==> src/rtl/elevador_pkg.sv <==
// -----------------------------------------------------------------------------
// elevador_pkg
// Shared definitions for the three-floor elevator controller:
//   - floor codes as reported by the A1/A0 sensor
//   - FSM state encoding and travel direction
//   - small helpers that turn a floor code into a one-hot call mask and
//     answer "is there a pending call above / below this floor?"
// Pending-call vectors are always ordered {segundo, primeiro, terreo}.
// -----------------------------------------------------------------------------
package elevador_pkg;

    typedef logic [1:0] andar_t;

    localparam andar_t ANDAR_T       = 2'b00;  // terreo
    localparam andar_t ANDAR_P       = 2'b01;  // primeiro
    localparam andar_t ANDAR_S       = 2'b10;  // segundo
    localparam andar_t ENTRE_ANDARES = 2'b11;  // sensor between floors

    typedef enum logic [1:0] {
        PARADO   = 2'b00,
        SUBINDO  = 2'b01,
        DESCENDO = 2'b10,
        PORTA    = 2'b11
    } estado_t;

    typedef enum logic {
        DIR_SOBE  = 1'b0,
        DIR_DESCE = 1'b1
    } direcao_t;

    // One-hot mask of a floor inside a {S,P,T} vector; the between-floors
    // code selects nothing.
    function automatic logic [2:0] mascara_andar(input andar_t andar);
        case (andar)
            ANDAR_T: return 3'b001;
            ANDAR_P: return 3'b010;
            ANDAR_S: return 3'b100;
            default: return 3'b000;
        endcase
    endfunction

    // Any pending call strictly above the given floor.
    function automatic logic tem_acima(input logic [2:0] pend, input andar_t andar);
        case (andar)
            ANDAR_T: return pend[2] | pend[1];
            ANDAR_P: return pend[2];
            default: return 1'b0;
        endcase
    endfunction

    // Any pending call strictly below the given floor.
    function automatic logic tem_abaixo(input logic [2:0] pend, input andar_t andar);
        case (andar)
            ANDAR_S: return pend[1] | pend[0];
            ANDAR_P: return pend[0];
            default: return 1'b0;
        endcase
    endfunction

endpackage

==> src/rtl/controle_elevador_if.sv <==
// -----------------------------------------------------------------------------
// controle_elevador_if
// Signal bundle between the floor selector / car sensors and the elevator
// controller.
//   CT, CP, CS      call lines per floor (level, from seletor_andar)
//   A1, A0          floor sensor; {A1,A0}=11 while between floors
//   motor_sobe      drive car up
//   motor_desce     drive car down
//   porta_aberta    door open
//   andar_atual     last floor confirmed by the sensor
//   chamadas_pend   pending calls {S,P,T}
// master: the side that produces calls/sensor and observes the car.
// slave : the controller itself.
// -----------------------------------------------------------------------------
interface controle_elevador_if;

    logic       CT;
    logic       CP;
    logic       CS;
    logic       A1;
    logic       A0;
    logic       motor_sobe;
    logic       motor_desce;
    logic       porta_aberta;
    logic [1:0] andar_atual;
    logic [2:0] chamadas_pend;

    modport master (
        output CT, CP, CS, A1, A0,
        input  motor_sobe, motor_desce, porta_aberta, andar_atual, chamadas_pend
    );

    modport slave (
        input  CT, CP, CS, A1, A0,
        output motor_sobe, motor_desce, porta_aberta, andar_atual, chamadas_pend
    );

endinterface

==> src/rtl/controle_elevador_temporizador_porta.sv <==
// -----------------------------------------------------------------------------
// temporizador_porta
// Door dwell timer: a loadable down-counter that saturates at zero.
//   clk     system clock, rising edge
//   rst     synchronous reset, active-high (counter to 0)
//   carga   load TEMPO_PORTA-1 (door just opened)
//   retrig  load TEMPO_PORTA-1 (call at the open floor keeps the door open)
//   fim     counter is zero: the dwell has elapsed
// With a load on the entry edge, fim rises in the TEMPO_PORTA-th cycle of
// the open door, so the door stays open exactly TEMPO_PORTA cycles.
// LARG_TEMP must satisfy 2**LARG_TEMP > TEMPO_PORTA.
// -----------------------------------------------------------------------------
module temporizador_porta #(
    parameter int TEMPO_PORTA = 4,
    parameter int LARG_TEMP   = 3
) (
    input  logic clk,
    input  logic rst,
    input  logic carga,
    input  logic retrig,
    output logic fim
);

    localparam logic [LARG_TEMP-1:0] RECARGA = LARG_TEMP'(TEMPO_PORTA - 1);
    localparam logic [LARG_TEMP-1:0] UM      = LARG_TEMP'(1);

    logic [LARG_TEMP-1:0] contagem;

    // NOTE: registers are written with non-blocking assignments so every
    // flop samples values from before the edge, independent of block order.
    always_ff @(posedge clk) begin
        if (rst) begin
            contagem <= '0;
        end else if (carga || retrig) begin
            contagem <= RECARGA;
        end else if (contagem != '0) begin
            contagem <= contagem - UM;
        end
    end

    assign fim = (contagem == '0);

endmodule

==> src/rtl/controle_elevador.sv <==
// -----------------------------------------------------------------------------
// controle_elevador
// Three-floor elevator controller with same-direction priority (SCAN).
//   clk   system clock, rising edge
//   rst   synchronous reset, active-high; wins over everything
//   bus   controle_elevador_if.slave:
//           in : CT/CP/CS call lines, A1/A0 floor sensor
//           out: motor_sobe, motor_desce, porta_aberta (Moore, from state),
//                andar_atual, chamadas_pend
// Calls are latched into a pending vector; the FSM decides only from the
// registered pending vector and registered floor, so a call seen at edge k
// moves the car from edge k+1 on. Arrival while moving is taken from the
// live sensor: a valid code different from the registered floor.
// -----------------------------------------------------------------------------
module controle_elevador
    import elevador_pkg::*;
#(
    parameter int TEMPO_PORTA = 4,
    parameter int LARG_TEMP   = 3
) (
    input  logic                 clk,
    input  logic                 rst,
    controle_elevador_if.slave   bus
);

    estado_t    estado;
    estado_t    prox_estado;
    direcao_t   dir;
    direcao_t   prox_dir;
    logic [2:0] pend;
    logic [2:0] prox_pend;
    andar_t     andar;

    logic [2:0] chamadas;
    andar_t     sensor;
    logic       sensor_valido;
    logic       chegada;

    andar_t     andar_porta;   // floor at which the door would open
    logic       carga;
    logic       retrig;
    logic       fim;
    logic [2:0] bloqueia;
    logic [2:0] limpa;

    assign chamadas      = {bus.CS, bus.CP, bus.CT};
    assign sensor        = {bus.A1, bus.A0};
    assign sensor_valido = (sensor != ENTRE_ANDARES);
    assign chegada       = sensor_valido && (sensor != andar);

    // A call at the floor where the door is open holds the door instead of
    // becoming a pending request.
    assign retrig = (estado == PORTA) && ((chamadas & mascara_andar(andar)) != 3'b000);

    temporizador_porta #(
        .TEMPO_PORTA (TEMPO_PORTA),
        .LARG_TEMP   (LARG_TEMP)
    ) u_temporizador (
        .clk    (clk),
        .rst    (rst),
        .carga  (carga),
        .retrig (retrig),
        .fim    (fim)
    );

    // -------------------------------------------------------------------------
    // Next-state logic
    // -------------------------------------------------------------------------
    // NOTE: every signal driven here gets a default first, so no path leaves
    // it unassigned and no latch is inferred.
    always_comb begin
        prox_estado = estado;
        prox_dir    = dir;
        andar_porta = andar;

        case (estado)
            PARADO: begin
                if ((pend & mascara_andar(andar)) != 3'b000) begin
                    prox_estado = PORTA;
                end else if (tem_acima(pend, andar)) begin
                    prox_estado = SUBINDO;
                    prox_dir    = DIR_SOBE;
                end else if (tem_abaixo(pend, andar)) begin
                    prox_estado = DESCENDO;
                    prox_dir    = DIR_DESCE;
                end
            end

            SUBINDO: begin
                if (chegada) begin
                    andar_porta = sensor;
                    if ((pend & mascara_andar(sensor)) != 3'b000) begin
                        prox_estado = PORTA;
                    end else if (!tem_acima(pend, sensor)) begin
                        // Also covers reaching the top floor: nothing is above.
                        prox_estado = PARADO;
                    end
                end
            end

            DESCENDO: begin
                if (chegada) begin
                    andar_porta = sensor;
                    if ((pend & mascara_andar(sensor)) != 3'b000) begin
                        prox_estado = PORTA;
                    end else if (!tem_abaixo(pend, sensor)) begin
                        prox_estado = PARADO;
                    end
                end
            end

            PORTA: begin
                if (fim && !retrig) begin
                    // Keep climbing if that was the heading and work remains
                    // above; otherwise serve below first, then above.
                    if ((dir == DIR_SOBE) && tem_acima(pend, andar)) begin
                        prox_estado = SUBINDO;
                    end else if (tem_abaixo(pend, andar)) begin
                        prox_estado = DESCENDO;
                        prox_dir    = DIR_DESCE;
                    end else if (tem_acima(pend, andar)) begin
                        prox_estado = SUBINDO;
                        prox_dir    = DIR_SOBE;
                    end else begin
                        prox_estado = PARADO;
                    end
                end
            end

            default: begin
                prox_estado = PARADO;
            end
        endcase
    end

    // -------------------------------------------------------------------------
    // Call latch: set by any call line, cleared on the edge that opens the
    // door at that floor (clear wins), masked at the floor with an open door.
    // -------------------------------------------------------------------------
    assign carga     = (prox_estado == PORTA) && (estado != PORTA);
    assign limpa     = carga ? mascara_andar(andar_porta) : 3'b000;
    assign bloqueia  = (estado == PORTA) ? mascara_andar(andar) : 3'b000;
    assign prox_pend = (pend | (chamadas & ~bloqueia)) & ~limpa;

    // -------------------------------------------------------------------------
    // State, direction, pending calls and floor registers
    // -------------------------------------------------------------------------
    always_ff @(posedge clk) begin
        if (rst) begin
            estado <= PARADO;
            dir    <= DIR_SOBE;
            pend   <= 3'b000;
            andar  <= ANDAR_T;
        end else begin
            estado <= prox_estado;
            dir    <= prox_dir;
            pend   <= prox_pend;
            // Between-floors readings keep the last confirmed floor.
            if (sensor_valido) begin
                andar <= sensor;
            end
        end
    end

    // Moore outputs: one state drives at most one of the two motor lines.
    assign bus.motor_sobe    = (estado == SUBINDO);
    assign bus.motor_desce   = (estado == DESCENDO);
    assign bus.porta_aberta  = (estado == PORTA);
    assign bus.andar_atual   = andar;
    assign bus.chamadas_pend = pend;

endmodule

==> src/flat_wrapper.sv <==
// flat-port wrapper written by rule: the top's interface ports become plain ports
module controle_elevador_flat import elevador_pkg::*;
#(
    parameter int TEMPO_PORTA = 4,
    parameter int LARG_TEMP   = 3
)
  (clk, rst, bus_CT, bus_CP, bus_CS, bus_A1, bus_A0, bus_motor_sobe, bus_motor_desce, bus_porta_aberta, bus_andar_atual, bus_chamadas_pend);
  controle_elevador_if bus_i ();
  input  logic clk;
  input  logic rst;
  input wire logic [$bits(bus_i.CT)-1:0] bus_CT;
  input wire logic [$bits(bus_i.CP)-1:0] bus_CP;
  input wire logic [$bits(bus_i.CS)-1:0] bus_CS;
  input wire logic [$bits(bus_i.A1)-1:0] bus_A1;
  input wire logic [$bits(bus_i.A0)-1:0] bus_A0;
  output wire logic [$bits(bus_i.motor_sobe)-1:0] bus_motor_sobe;
  output wire logic [$bits(bus_i.motor_desce)-1:0] bus_motor_desce;
  output wire logic [$bits(bus_i.porta_aberta)-1:0] bus_porta_aberta;
  output wire logic [$bits(bus_i.andar_atual)-1:0] bus_andar_atual;
  output wire logic [$bits(bus_i.chamadas_pend)-1:0] bus_chamadas_pend;
  assign bus_i.CT = bus_CT;
  assign bus_i.CP = bus_CP;
  assign bus_i.CS = bus_CS;
  assign bus_i.A1 = bus_A1;
  assign bus_i.A0 = bus_A0;
  assign bus_motor_sobe = bus_i.motor_sobe;
  assign bus_motor_desce = bus_i.motor_desce;
  assign bus_porta_aberta = bus_i.porta_aberta;
  assign bus_andar_atual = bus_i.andar_atual;
  assign bus_chamadas_pend = bus_i.chamadas_pend;
  controle_elevador #(.TEMPO_PORTA(TEMPO_PORTA), .LARG_TEMP(LARG_TEMP)) u_core (.clk(clk), .rst(rst), .bus(bus_i));
endmodule
==> config.mk <==
export PLATFORM = sky130hd
export DESIGN_NAME = controle_elevador_flat
export DESIGN_NICKNAME = d
export VERILOG_FILES = /design/src/rtl/elevador_pkg.sv /design/src/rtl/controle_elevador_if.sv /design/src/rtl/controle_elevador_temporizador_porta.sv /design/src/rtl/controle_elevador.sv /design/src/flat_wrapper.sv
export SDC_FILE = /design/constraint.sdc
export NUM_CORES = 1
export LEC_CHECK = 0
export CORE_MARGIN = 4
export CORE_UTILIZATION = 47
export CTS_CLUSTER_SIZE = 16
export DETAILED_ROUTE_END_ITERATION = 6
export PLACE_DENSITY = 0.71
export SYNTH_ARGS = -nofsm -noshare
export SYNTH_HDL_FRONTEND = slang
export SYNTH_HIERARCHICAL = 1
export SYNTH_SLANG_ARGS = --single-unit
==> constraint.sdc <==
create_clock -name clk -period 3.1 [get_ports clk]
set_clock_uncertainty 0.2 [all_clocks]
set_input_delay 0.775 -clock clk [delete_from_list [all_inputs] [get_ports clk]]
set_output_delay 0.775 -clock clk [all_outputs]
set_load 0.05 [all_outputs]
==> results of run 1 <==
==> power by group through the flow <==
stage	Clock [mW]	Combinational, mW	Sequential [mW]
2_1_floorplan	0	0.416	0.257
3_3_place_gp	0	0.602	0.231
3_5_place_dp	0	0.623	0.232
4_1_cts	0.101	0.627	0.229
5_1_grt	0.108	0.707	0.236
6_report	0.0974	0.642	0.228
==> placed cells by master, fill, tap and decap left out, drive strengths merged <==
master	count
dfxtp	11
a222oi	3
mux2	1
a311oi	4
ha	17
nand3	1
and2	1
nor3b	2
a2bb2oi	1
nand2	11
nor4	2
o21ai	6
mux2i	6
o22ai	2
xnor2	1
buf	8
a21boi	1
nand2b	2
and3	3
xor2	2
dlymetal6s2s	1
a311o	1
o21a	1
a21oi	10
clkdlybuf4s50	13
clkbuf	4
nor2	11
inv	9
nand4	1
o211ai	1
o21ba	1
nor2b	3
a211oi	1
==> critical path, stage by stage <==
cell             delay, ns
clkdlybuf4s50_1       0.48
inv_1                 0.08
ha_1                  0.21
a222oi_1              0.40
nor4_2                0.09
a311o_1               0.32
o21a_1                0.20
and3_1                0.20
nor2_2                0.12
a21oi_1               0.07
==> worst max-delay path by stage <==
stage / from / to / slack (ns) / cells past startpoint
after floorplan: u_core/bus.andar_atual[0] / u_core/u_temporizador/contagem[0] / 0.20 / 10
after global placement: bus_A1 / u_core/u_temporizador/contagem[0] / -0.15 / 10
after detailed placement: bus_A0 / u_core/u_temporizador/contagem[0] / -0.21 / 10
after CTS: bus_A1 / u_core/u_temporizador/contagem[0] / 0.08 / 10
after global routing: bus_A1 / u_core/bus.chamadas_pend[1] / -0.02 / 9
final: bus_A1 / u_core/u_temporizador/contagem[0] / 0.1 / 10
==> cell families after synthesis <==
kind of cell | Yosys count
multiplexers | 7
AND/OR/NAND/NOR | 37
AO/OA/AOI/OAI | 32
flip-flops | 11
adder cells (fa/ha/maj) | 17
buffers and inverters | 10
XOR/XNOR | 3
==> per-stage QoR <==
stage | instances | power (mW)
4_1_cts | 169 | 0.9559
3_3_place_gp | 165 | 0.8327
6_report | 169 | 0.9670
5_1_grt | 169 | 1.050
2_1_floorplan | 117 | 0.6732
3_5_place_dp | 165 | 0.8546
==> metal layers <==
metal | track usage [%] | up-vias | wire length (µm)
li1 | - | 472 | -
met2 | 29.84 | 24 | 1123
met3 | 4.986 | 0 | 115
met4 | 2.553 | 0 | 0
met5 | 0 | - | 0
met1 | 23.75 | 417 | 1058
==> area by class of cell <==
cell class	instances	area, µm²
inverters	9	33.78
flip-flops and latches	11	220.2
clock buffers	4	26.28
fillers	162	720.7
multi-input cells	96	744.5
repair buffers	22	202.7
well taps	27	33.78
==> flip-flops by register name, indices dropped and copies added (netlist names) <==
signal and flops:
u_core/estado 2, u_core/u_temporizador/contagem 3, u_core/bus.chamadas_pend 3, u_core/bus.andar_atual 2, u_core/dir 1
==> repair_timing <==
| action | CTS | global route |
|---|---|---|
| resized for setup | 0 | 4 |
| hold buffers | 0 | 0 |
| endpoints found under the setup margin | 0 | 6 |
==> metrics.yaml, run 1 <==
power:
  power_frac_comb_pct: 66.4
  leakage_nw: 0.5506
  power.density_nw_per_um2: 766.7
  power.switching_mw: 0.4454
  internal-power_mw: 0.5216
  netSwitchingFraction_pct: 46.06
  p_clk_share_pct: 10.1
  sequentialPowerShare_pct: 23.6
  irDropWorstVdd_v: 0.0004238
floorplan:
  initial_core_util_pct: 49.81
  core_um2: 1982
  fp.dieArea_um2: 2898
  rows: 16
  die_w_um: 53.83
  boundaryPins: 15
  die_h_um: 53.83
global_route:
  grt_first_pass_wirelength_mm: 3.760
  grt_pass1_vias: 786
  grt_max_degree: 12
  grt-ovfl-total: 0
  grt_usage_pct: 18.07
  antenna_found_initial: 0
worst_hold_path:
  min_to: "u_core/dir"
  hp-start: "u_core/dir"
  hold_depth: 2
  min_path_type: "flop to flop"
cts:
  numCtsBuffers: 3
  clk_latency_ns: 0.27
  cts.htree.levels: 1
  cts_tree: "yes"
  cts_setup_buffers: 0
  clk_pin_slew_ns: 0.07
  cts_root_buf: "clkbuf_4"
  numClockSinks: 11
  cts_buffer_depth: 2
cells_and_area:
  drive_gt1_share_pct: 14.79
  design_area_um2: 1261
  diodes: 0
  finish.utilization_pct: 63.64
  fin_nets: 167
  areaGrowthSynthToFinish_pct: 27.76
critical_path:
  r2r_end: "u_core/u_temporizador/contagem[0]"
  reg2reg_slack_ns: 0.34
  path_max_fanout: 3
  critPathKind: "primary input to flop"
  reg2regPathDepth: 10
  crit_arrival_ns: 2.95
  r2r_start: "u_core/bus.andar_atual[0]"
  worst_setup_path_start_kind: "primary input"
  cp-end-kind: "flop"
  critPathRequiredTime_ns: 3.04
detailed_routing:
  drt-initial-drc-count: 52
  wirelength_mm: 2.297
  via_per_inst: 5.402
  final_antenna_net_count: 0
  drc_errors: 0
  wire_per_inst_um: 13.59
  dr.pass1.iters: 5
  dr_total_vias: 913
yosys:
  synth_area_um2: 987.2
  synthXorXnorAreaFrac_pct: 2.662
  avgSynthCellArea_um2: 8.438
  synth_top_cell_by_area: "dfxtp_1"
  syn_inst: 117
  yosysTopAreaCellShare_pct: 22.31
  synth_commonest_cells: "ha_1, dfxtp_1, nand2_1, nor2_1"
  synth-seq-area-share_pct: 22.31
  synth_edf_count: 0
  synthAdderAreaFrac_pct: 21.55
  synthSimpleGateAreaFrac_pct: 18.88
  synthesis.nets: 141
  synth_compound_area_share_pct: 23.19
  synth.area.mux_share_pct: 7.605
  synth_ff_type: "dfxtp_1"
  yosys-top-cells-area: "dfxtp_1, ha_1, mux2i_1"
  async_reset_ff_share_pct: 0
  yosysWarnings: 6
  ys_ff_latch: 11
  synth_cell_types: 34
  synth_top_family_by_area: "compound AO/OA/AOI/OAI gates"
  synth.most_common_cell: "ha_1"
placed_design:
  hpwl_mm: 1.871
  place_area_um2: 1217
  port_buffers: 14
  dp_worst_setup_slack_ns: -0.2057
  gp_congestion: 0.8658
sta:
  fin_setup_tns_ns: 0
  layout_setup_ws_ns: 0.09508
  period_needed_ns: 3.005
  tightest_slew_ns: 0.5043
  finalHoldViolCount: 0
  clock.fmax_mhz: 332.8
  post-route-period-util_pct: 96.93
  setup_viol: 0
  hold_ws_ns: 0.3658
  slew_violations: 0
  slew_headroom_pct: 66.28
status:
  status: "completed"
job:
  drv_cap: 0
(Power assumes the default switching activity.)
==> run 2: changes to the inputs <==
--- a/config.mk
+++ b/config.mk
@@ -6,10 +6,10 @@
 export NUM_CORES = 1
 export LEC_CHECK = 0
 export CORE_MARGIN = 4
-export CORE_UTILIZATION = 47
+export CORE_UTILIZATION = 53
 export CTS_CLUSTER_SIZE = 16
 export DETAILED_ROUTE_END_ITERATION = 6
-export PLACE_DENSITY = 0.71
+export PLACE_DENSITY = 0.79
 export SYNTH_ARGS = -nofsm -noshare
 export SYNTH_HDL_FRONTEND = slang
 export SYNTH_HIERARCHICAL = 1
==> constraint.sdc (replaced) <==
create_clock -name clk -period 3.1 [get_ports clk]
set_clock_uncertainty 0.2 [all_clocks]
set_input_delay 0.775 -clock clk [delete_from_list [all_inputs] [get_ports clk]]
set_output_delay 0.775 -clock clk [all_outputs]
set_load 0.1 [all_outputs]
==> run 2 against run 1 <==
Against the previous run:
- global-route usage rose by 2.3 points
- sequential cell count did not move
- fmax rose by 1.6%
- setup slack improved by 0.048 ns
- non-clock buffer count fell by 1
- register-to-register slack improved by 0.09 ns
- cell count fell by 1.8%
- critical path depth fell by 1
- utilization rose by 7.5 points
- hold slack got worse by 0.0026 ns
- highest routed layer is now met4
==> metrics.yaml, run 2 (same netlist as run 1, synthesis figures left out) <==
status:
  status: "completed"
power:
  leakage_nw: 0.5546  # +0.72%
  irDropWorstVdd_v: 0.0005927  # +40%
  power.density_nw_per_um2: 859.4  # +12%
sta:
  setup_viol: 0  # unchanged
  slew_headroom_pct: 70.17  # +3.9 points
  tightest_slew_ns: 0.4474  # -0.05692 ns
  post-route-period-util_pct: 95.39  # -1.5 points
  slew_violations: 0  # unchanged
  fin_setup_tns_ns: 0  # unchanged
  clock.fmax_mhz: 338.2  # +1.6%
  finalHoldViolCount: 0  # unchanged
  period_needed_ns: 2.957  # -0.04776 ns
  layout_setup_ws_ns: 0.1428  # +0.04776 ns
cts:
  numClockSinks: 11  # unchanged
  cts_root_buf: "clkbuf_4"
  cts_buffer_depth: 2  # unchanged
  cts_tree: "yes"
  clk_latency_ns: 0.28  # about the same
  cts.htree.levels: 1  # unchanged
  numCtsBuffers: 3  # unchanged
  clk_pin_slew_ns: 0.07  # about the same
detailed_routing:
  dr_total_vias: 962  # +5.4%
  drc_errors: 0  # unchanged
  dr.pass1.iters: 5  # unchanged
  drt-initial-drc-count: 50  # -3.8%
  wirelength_mm: 2.405  # +4.7%
  via_per_inst: 5.795  # +7.3%
  wire_per_inst_um: 14.49  # +6.6%
  final_antenna_net_count: 0  # unchanged
floorplan:
  boundaryPins: 15  # unchanged
  initial_core_util_pct: 56.56  # +6.7 points
  rows: 15  # -1
  die_w_um: 51.16  # -5.0%
  core_um2: 1745  # -12%
  fp.dieArea_um2: 2617  # -9.7%
  die_h_um: 51.16  # -5.0%
cells_and_area:
  areaGrowthSynthToFinish_pct: 25.86
  diodes: 0  # unchanged
  fin_nets: 166  # -0.60%
  final_cells: 166  # -1.8%
  finish.utilization_pct: 71.18  # +7.5 points
  drive_gt1_share_pct: 22.70  # +7.9 points
  layout_common_cells: "buf_4, ha_1, nand2_1, nor2_1"
global_route:
  grt_max_degree: 12  # unchanged
  grt_first_pass_wirelength_mm: 4.008  # +6.6%
  antenna_found_initial: 0  # unchanged
  grt_pass1_vias: 920  # +17%
  grt_usage_pct: 20.33  # +2.3 points
  grt-ovfl-total: 0  # unchanged
placed_design:
  gp_congestion: 0.8489  # -2.0%
  dp_worst_setup_slack_ns: -0.2442  # -0.03853 ns
  port_buffers: 14  # unchanged
  hpwl_mm: 1.831  # -2.2%
  dp_cells: 162  # -1.8%
critical_path:
  worst_setup_path_start_kind: "primary input"
  critPathRequiredTime_ns: 3.09  # +0.05 ns
  path_max_fanout: 3  # unchanged
  cp-end-kind: "flop"
  critPathKind: "primary input to flop"
  crit_arrival_ns: 2.95  # about the same
worst_hold_path:
  min_path_type: "flop to flop"
job:
  drv_cap: 0  # unchanged
[run 2: changes by cell type in the layout (fill, tap and decap cells not counted), sizes merged]
cell | before | now
buf | 8 | 15
clkdlybuf4s50 | 13 | 5
[run 2: per-stage QoR]
step | hold WS (ns) | area [µm²] | power (mW)
finish | 0.3631 | 1242 | 1.068
global route | 0.4264 | 1242 | 1.143
CTS | 0.3629 | 1216 | 1.030
detailed placement | 0.3483 | 1190 | 0.9236
global placement | 0.3311 | 1190 | 0.9079
floorplan | 0.2942 | 989.7 | 0.7602
[run 2: metal layers]
metal  routed length [µm]  GRT usage, %  vias up  part of all wire (%)
met5                    0             0        -                     0
met4                   69         13.45        0                   2.9
met3                  163         2.041        7                   6.8
met2                 1131         32.83       42                    47
met1                 1042         25.35      441                    43
li1                     -             -      472                     -
[run 2: area by class of cell]
class                   instances  area [µm²]
inverters                       9       33.78
repair buffers                 21       175.2
well taps                      25       31.28
clock buffers                   4       26.28
flip-flops and latches         11       222.7
multi-input cells              96       753.2
fillers                       150       503.0
[run 2: power by group]
part / switching, mW / internal [mW]
clock network: 0.0547 / 0.0500
logic: 0.444 / 0.293
registers: 0.0427 / 0.183
[run 2: final timing paths]
| check | start | to | slack (ns) | cells past startpoint |
|---|---|---|---|---|
| setup / recovery | bus_A1 | u_core/u_temporizador/contagem[2] | 0.14 | 9 |
| hold / removal | u_core/dir | u_core/dir | 0.36 | 2 |
| setup reg to reg | u_core/bus.andar_atual[1] | u_core/u_temporizador/contagem[2] | 0.43 | 9 |
| hold reg to reg | u_core/dir | u_core/dir | 0.36 | 2 |
[run 2: timing repair]
item                                    4_1_cts  5_1_grt
buffers inserted                              0        0
resized for setup                             0        7
endpoints found under the setup margin        0        6
hold buffers                                  0        0
hold endpoints to repair                      0        0
[run 2: worst max-delay path, stage by stage]
cell and delay [ns]:
clkdlybuf4s50_1 0.48, inv_1 0.07, ha_2 0.20, a222oi_1 0.35, nor4_1 0.10, a311o_1 0.33
o21a_1 0.21, and3_4 0.20, nor4_2 0.24
